`src/rtl/dp_tap_ctrl.sv`:
```
// rtl/dp_tap_ctrl.sv - TAP controller sequencing the boundary scan register chain
module dp_tap_ctrl #(
    parameter int          ir_width = 4,
    parameter logic [31:0] idcode   = 32'h1000_0001
) (
    input  logic                iclk,
    input  logic                resetn,
    input  logic                tms,
    input  logic                tdi,
    output logic                tdo,
    output logic                tdo_en,
    output logic                bsr_si,
    input  logic                bsr_so,
    output logic                mode,
    output logic                shift_dr,
    output logic                clk_dr,
    output logic                update_dr,
    output logic [ir_width-1:0] ir_out,
    output logic [3:0]          tap_state
);

    typedef enum logic [3:0] {
        TLR      = 4'd0,
        RTI      = 4'd1,
        SEL_DR   = 4'd2,
        CAP_DR   = 4'd3,
        SHIFT_DR = 4'd4,
        EX1_DR   = 4'd5,
        PAUSE_DR = 4'd6,
        EX2_DR   = 4'd7,
        UPD_DR   = 4'd8,
        SEL_IR   = 4'd9,
        CAP_IR   = 4'd10,
        SHIFT_IR = 4'd11,
        EX1_IR   = 4'd12,
        PAUSE_IR = 4'd13,
        EX2_IR   = 4'd14,
        UPD_IR   = 4'd15
    } state_t;

    localparam logic [ir_width-1:0] IR_EXTEST  = ir_width'(0);
    localparam logic [ir_width-1:0] IR_SAMPLE  = ir_width'(1);
    localparam logic [ir_width-1:0] IR_IDCODE  = ir_width'(2);
    localparam logic [ir_width-1:0] IR_CAPTURE = ir_width'(1);

    state_t              state_q;
    logic [ir_width-1:0] ir_shift_q, ir_shift_d;
    logic [ir_width-1:0] ir_q, ir_d;
    logic [31:0]         idcode_q, idcode_d;
    logic                bypass_q, bypass_d;

    logic sel_bsr;
    logic sel_id;

    // TAP state machine: walks the 16-state graph on each sampled tms
    always_ff @(posedge iclk or negedge resetn) begin
        if (!resetn) begin
            state_q <= TLR;
        end else begin
            case (state_q)
                TLR:      state_q <= tms ? TLR      : RTI;
                RTI:      state_q <= tms ? SEL_DR   : RTI;
                SEL_DR:   state_q <= tms ? SEL_IR   : CAP_DR;
                CAP_DR:   state_q <= tms ? EX1_DR   : SHIFT_DR;
                SHIFT_DR: state_q <= tms ? EX1_DR   : SHIFT_DR;
                EX1_DR:   state_q <= tms ? UPD_DR   : PAUSE_DR;
                PAUSE_DR: state_q <= tms ? EX2_DR   : PAUSE_DR;
                EX2_DR:   state_q <= tms ? UPD_DR   : SHIFT_DR;
                UPD_DR:   state_q <= tms ? SEL_DR   : RTI;
                SEL_IR:   state_q <= tms ? TLR      : CAP_IR;
                CAP_IR:   state_q <= tms ? EX1_IR   : SHIFT_IR;
                SHIFT_IR: state_q <= tms ? EX1_IR   : SHIFT_IR;
                EX1_IR:   state_q <= tms ? UPD_IR   : PAUSE_IR;
                PAUSE_IR: state_q <= tms ? EX2_IR   : PAUSE_IR;
                EX2_IR:   state_q <= tms ? UPD_IR   : SHIFT_IR;
                UPD_IR:   state_q <= tms ? SEL_DR   : RTI;
                default:  state_q <= TLR;
            endcase
        end
    end

    // Undefined codes fall through to the bypass bit
    assign sel_bsr = (ir_q == IR_EXTEST) || (ir_q == IR_SAMPLE);
    assign sel_id  = (ir_q == IR_IDCODE);

    // Data and instruction register next values; anything not named holds (covers PAUSE)
    always_comb begin
        ir_shift_d = ir_shift_q;
        ir_d       = ir_q;
        idcode_d   = idcode_q;
        bypass_d   = bypass_q;
        case (state_q)
            TLR:      ir_d = IR_IDCODE;
            CAP_IR:   ir_shift_d = IR_CAPTURE;
            SHIFT_IR: ir_shift_d = {tdi, ir_shift_q[ir_width-1:1]};
            UPD_IR:   ir_d = ir_shift_q;
            CAP_DR: begin
                bypass_d = 1'b0;
                if (sel_id) begin
                    idcode_d = idcode;
                end
            end
            SHIFT_DR: begin
                bypass_d = tdi;
                if (sel_id) begin
                    idcode_d = {tdi, idcode_q[31:1]};
                end
            end
            default: ;
        endcase
    end

    // Register bank; reset discards any partial IR shift and reselects IDCODE
    always_ff @(posedge iclk or negedge resetn) begin
        if (!resetn) begin
            ir_shift_q <= '0;
            ir_q       <= IR_IDCODE;
            idcode_q   <= '0;
            bypass_q   <= 1'b0;
        end else begin
            ir_shift_q <= ir_shift_d;
            ir_q       <= ir_d;
            idcode_q   <= idcode_d;
            bypass_q   <= bypass_d;
        end
    end

    // Serial output mux keyed on state and the selected data register
    always_comb begin
        tdo = 1'b0;
        case (state_q)
            SHIFT_IR: tdo = ir_shift_q[0];
            SHIFT_DR: begin
                if (sel_bsr) begin
                    tdo = bsr_so;
                end else if (sel_id) begin
                    tdo = idcode_q[0];
                end else begin
                    tdo = bypass_q;
                end
            end
            default: ;
        endcase
    end

    assign tdo_en    = (state_q == SHIFT_DR) || (state_q == SHIFT_IR);
    assign bsr_si    = tdi;
    assign mode      = (ir_q == IR_EXTEST);
    assign shift_dr  = sel_bsr && (state_q == SHIFT_DR);
    assign clk_dr    = sel_bsr && ((state_q == CAP_DR) || (state_q == SHIFT_DR));
    assign update_dr = sel_bsr && (state_q == UPD_DR);
    assign ir_out    = ir_q;
    assign tap_state = state_q;

endmodule
```
`config.mk`:
```
export PLATFORM = sky130hd
export DESIGN_NAME = dp_tap_ctrl
export DESIGN_NICKNAME = d
export VERILOG_FILES = /design/src/rtl/dp_tap_ctrl.sv
export SDC_FILE = /design/constraint.sdc
export NUM_CORES = 1
export LEC_CHECK = 0
export CELL_PAD_IN_SITES_DETAIL_PLACEMENT = 1
export CELL_PAD_IN_SITES_GLOBAL_PLACEMENT = 1
export CORE_MARGIN = 2
export CORE_UTILIZATION = 33
export DETAILED_ROUTE_END_ITERATION = 7
export HOLD_SLACK_MARGIN = 0.08
export PLACE_DENSITY_LB_ADDON = 0.1
export SLEW_MARGIN = 30
export SYNTH_ARGS = -nofsm -noshare
export SYNTH_HDL_FRONTEND = slang
export SYNTH_SLANG_ARGS = --single-unit
```
`constraint.sdc`:
```
create_clock -name iclk -period 1.5 [get_ports iclk]
set_clock_uncertainty 0.1 [all_clocks]
set_input_delay 0.3 -clock iclk [delete_from_list [all_inputs] [get_ports iclk]]
set_output_delay 0.3 -clock iclk [all_outputs]
set_load 0.01 [all_outputs]
```
==> results by group <==
Critical path
  • R2R depth: 8
  • Setup crit end kind: output pin
  • Critical Path AT: 1660 ps
  • CP max FO: 4
  • FF-to-FF setup slack: -430 ps
  • Critical path class: flop to output pin
  • Worst Setup SP: ir_out[3]$_DFFE_PN0P_
  • Worst r2r src: tap_state[1]$_DFF_PN0_
  • CP required: 1100 ps
  • Worst Setup EP: tdo
  • Reg-to-Reg End: idcode_q[30]$_DFFE_PN0P_
  • Critical Path Start Type: flop

Synthesis
  • Yosys reg bits: 45
  • Async S/R FF share, synth: 1.00
  • Syn Inst Count: 177
  • Yosys top cell area share: 0.542
  • Ys flop type: dfrtp_1
  • Share of the yosys chip area belonging to registers: 0.554
  • Yosys warning count: 0
  • Synth top area cells: dfrtp_1, a22o_1, buf_8, nor2_1, buf_2
  • Commonest cells post-synth: dfrtp_1, a22o_1, nor2_1
  • Synthesized area: 2030 µm²
  • Most common cell in the synthesized netlist: dfrtp_1
  • Syn_area_per_cell: 11.5 µm²
  • Syn_nets: 182
  • Synth cell types: between 40 and 50
  • Number of synthesized flops with an enable pin: 0
  • Cell taking the most area after synthesis: dfrtp_1

Power
  • Leak: between 1 and 1.5 nW
  • Peak supply drop: 0.868 mV
  • Power Density: 2130 nW/µm²

Clocking
  • H-Tree Depth: 2
  • CTS tree: done
  • Clock Latency Late Sink: 290 ps
  • Root buffer cell: clkbuf_8
  • Clock sink count: 45
  • Clock Path Buffers: 2
  • Worst-path clk slew: 90 ps
  • CTS Buf Count: 5

Detailed routing
  • Via count: 1659
  • DR WL/cell: approximately 18 µm
  • First drt pass iteration count: 4
  • Initial drt markers: 78
  • Drt total wl: 5.69 mm
  • DRC errors left: 0
  • Post-route ant nets: 0
  • DR vias/cell: 5.25

Global route
  • Remaining global-route overflow: 0
  • Initial antenna violation count: 0
  • Global-route wire length before repair: approximately 9 mm
  • Largest net degree at the start of global routing: 46
  • Vias in the first global route: between 1.5k and 2k
  • GRT Util Overall: 0.183

Timing
  • Least-Margin Pin Slew: 428 ps
  • Max-slew violation count: 0
  • Fmax: between 400 and 500 MHz
  • Shortest period the worst path allows: 2060 ps
  • Final setup violation count: 47
  • Final Cycle Share: 1.37
  • RSZ-0062 raised after global routing: true
  • Sum of negative setup slack: -16750 ps
  • Final worst slack: -555 ps
  • Hold Slack: about 400 ps
  • Fin. Hold Viols: 0
  • Slew HR: 0.714

Finish
  • Layout cells sized above 1: 0.485
  • Fill count: 618
  • Finished Layout Cells: between 300 and 400
  • # diodes: 0
  • Area growth from synthesis to layout: 50.2%
  • Storage element area: around 1100 µm²
  • Final net count: 245
  • Area taken by multi-input logic gates: between 900 and 1000 µm²

Placed design
  • Port-buffer cells: 19
  • Inst Count DP: 284
  • Final GP Congestion: 0.742
  • HPWL after DPL: 3.09 mm

Die
  • I/O pin cnt: 20
  • Die Y-Extent: roughly 82 µm
  • Die width: roughly 82 µm
  • Die area: a little under 7000 µm²
  • Starting Density: 0.343
  • Rows: 28
  • Core ar.: 5920 µm²

Min path
  • Hold depth: 1
  • Hold Path Class: flop to flop

Status
  • Status: finished, violations left
  • Violated checks: setup timing

Job
  • Max Cap Viol: 0
==> layout by cell type (no fill, tap or decap), types with 3 or more instances in the layout <==
cell / count
nor2_1: 9
buf_12: 4
o22ai_1: 3
inv_1: 5
o21ai_0: 5
buf_6: 17
buf_2: 9
buf_16: 5
buf_4: 28
a21oi_2: 4
clkbuf_8: 6
nand2_1: 9
dfrtp_1: 39
a22o_1: 32
buf_8: 4
dfrtp_2: 5
==> registers in the layout, summed over array words and instances, names as in the netlist <==
register and cells:
ir_shift_q 4, ir_out 4, idcode_q 32, bypass_q 1
tap_state 4
==> cell type report <==
| cell class | count | share of cell area |
|---|---|---|
| flip-flops and latches | 45 | 0.371 |
| inverters | 7 | 0.00860 |
| clock buffers | 6 | 0.0270 |
| well taps | 75 | 0.0307 |
| clock inverters | 2 | 0.00533 |
| repair buffers | 73 | 0.256 |
| multi-input cells | 108 | 0.302 |
==> routing by layer <==
layer / track usage / vias to the layer above / part of all wire / wire, µm
li1: - / 781 / - / -
met1: 0.246 / 848 / 0.47 / 2660
met2: 0.306 / 25 / 0.50 / 2820
met3: 0.0293 / 5 / 0.030 / 171
met4: 0.0492 / 0 / 0.0067 / 38
met5: 0 / - / 0 / 0
==> cell families (layout without fill, tap and decap cells) <==
| family | after synthesis | count (layout) | share of synthesized area |
|---|---|---|---|
| buffers and inverters | 24 | 88 | 0.0738 |
| flip-flops | 45 | 45 | 0.554 |
| AO/OA/AOI/OAI | 61 | 61 | 0.234 |
| AND/OR/NAND/NOR | 46 | 46 | 0.134 |
| XOR/XNOR | 1 | 1 | 0.00431 |
==> through the flow <==
stage,setup WS [ps],power [mW],utilization,area (µm²)
detailed placement,-569,4.12,0.417,2470
finish,-555,6.50,0.516,3050
floorplan,-195,3.22,-,2070
global route,-609,6.90,0.516,3050
CTS,-547,6.10,0.491,2910
global placement,-545,4.04,0.417,2470
==> worst max-delay path, cell delays in order (launching register included) <==
cell     delay [ps]
dfrtp_2         410
or3_4           430
o221a_4         230
a22o_1          170
buf_2           130
==> repair_timing <==
action,in CTS,in global routing
endpoints found under the setup margin,53,56
gates cloned,5,0
hold endpoints to repair,44,0
pin swaps,11,13
hold buffers,1,0
setup buffers,17,4
resized for setup,86,39
==> how the worst min path moves through the flow <==
stage | endpoint | slack [ps] | from
after detailed placement | tap_state[3]$_DFF_PN0_ | 200 | resetn
after floorplan | bypass_q$_DFFE_PN0N_ | -100 | resetn
after global routing | idcode_q[23]$_DFFE_PN0P_ | 440 | resetn
final | idcode_q[6]$_DFFE_PN0P_ | 410 | idcode_q[6]$_DFFE_PN0P_
after global placement | tap_state[3]$_DFF_PN0_ | 190 | resetn
after CTS | idcode_q[1]$_DFFE_PN0P_ | 410 | idcode_q[1]$_DFFE_PN0P_
==> power breakdown <==
part           total (mW)  leakage, nW  internal, mW  switching (mW)
Combinational        4.00        0.781          2.21            1.78
Clock               0.792       0.0478         0.379           0.413
Sequential           1.71        0.598          1.49           0.215
Note: power is estimated with default switching activity, not from simulation.
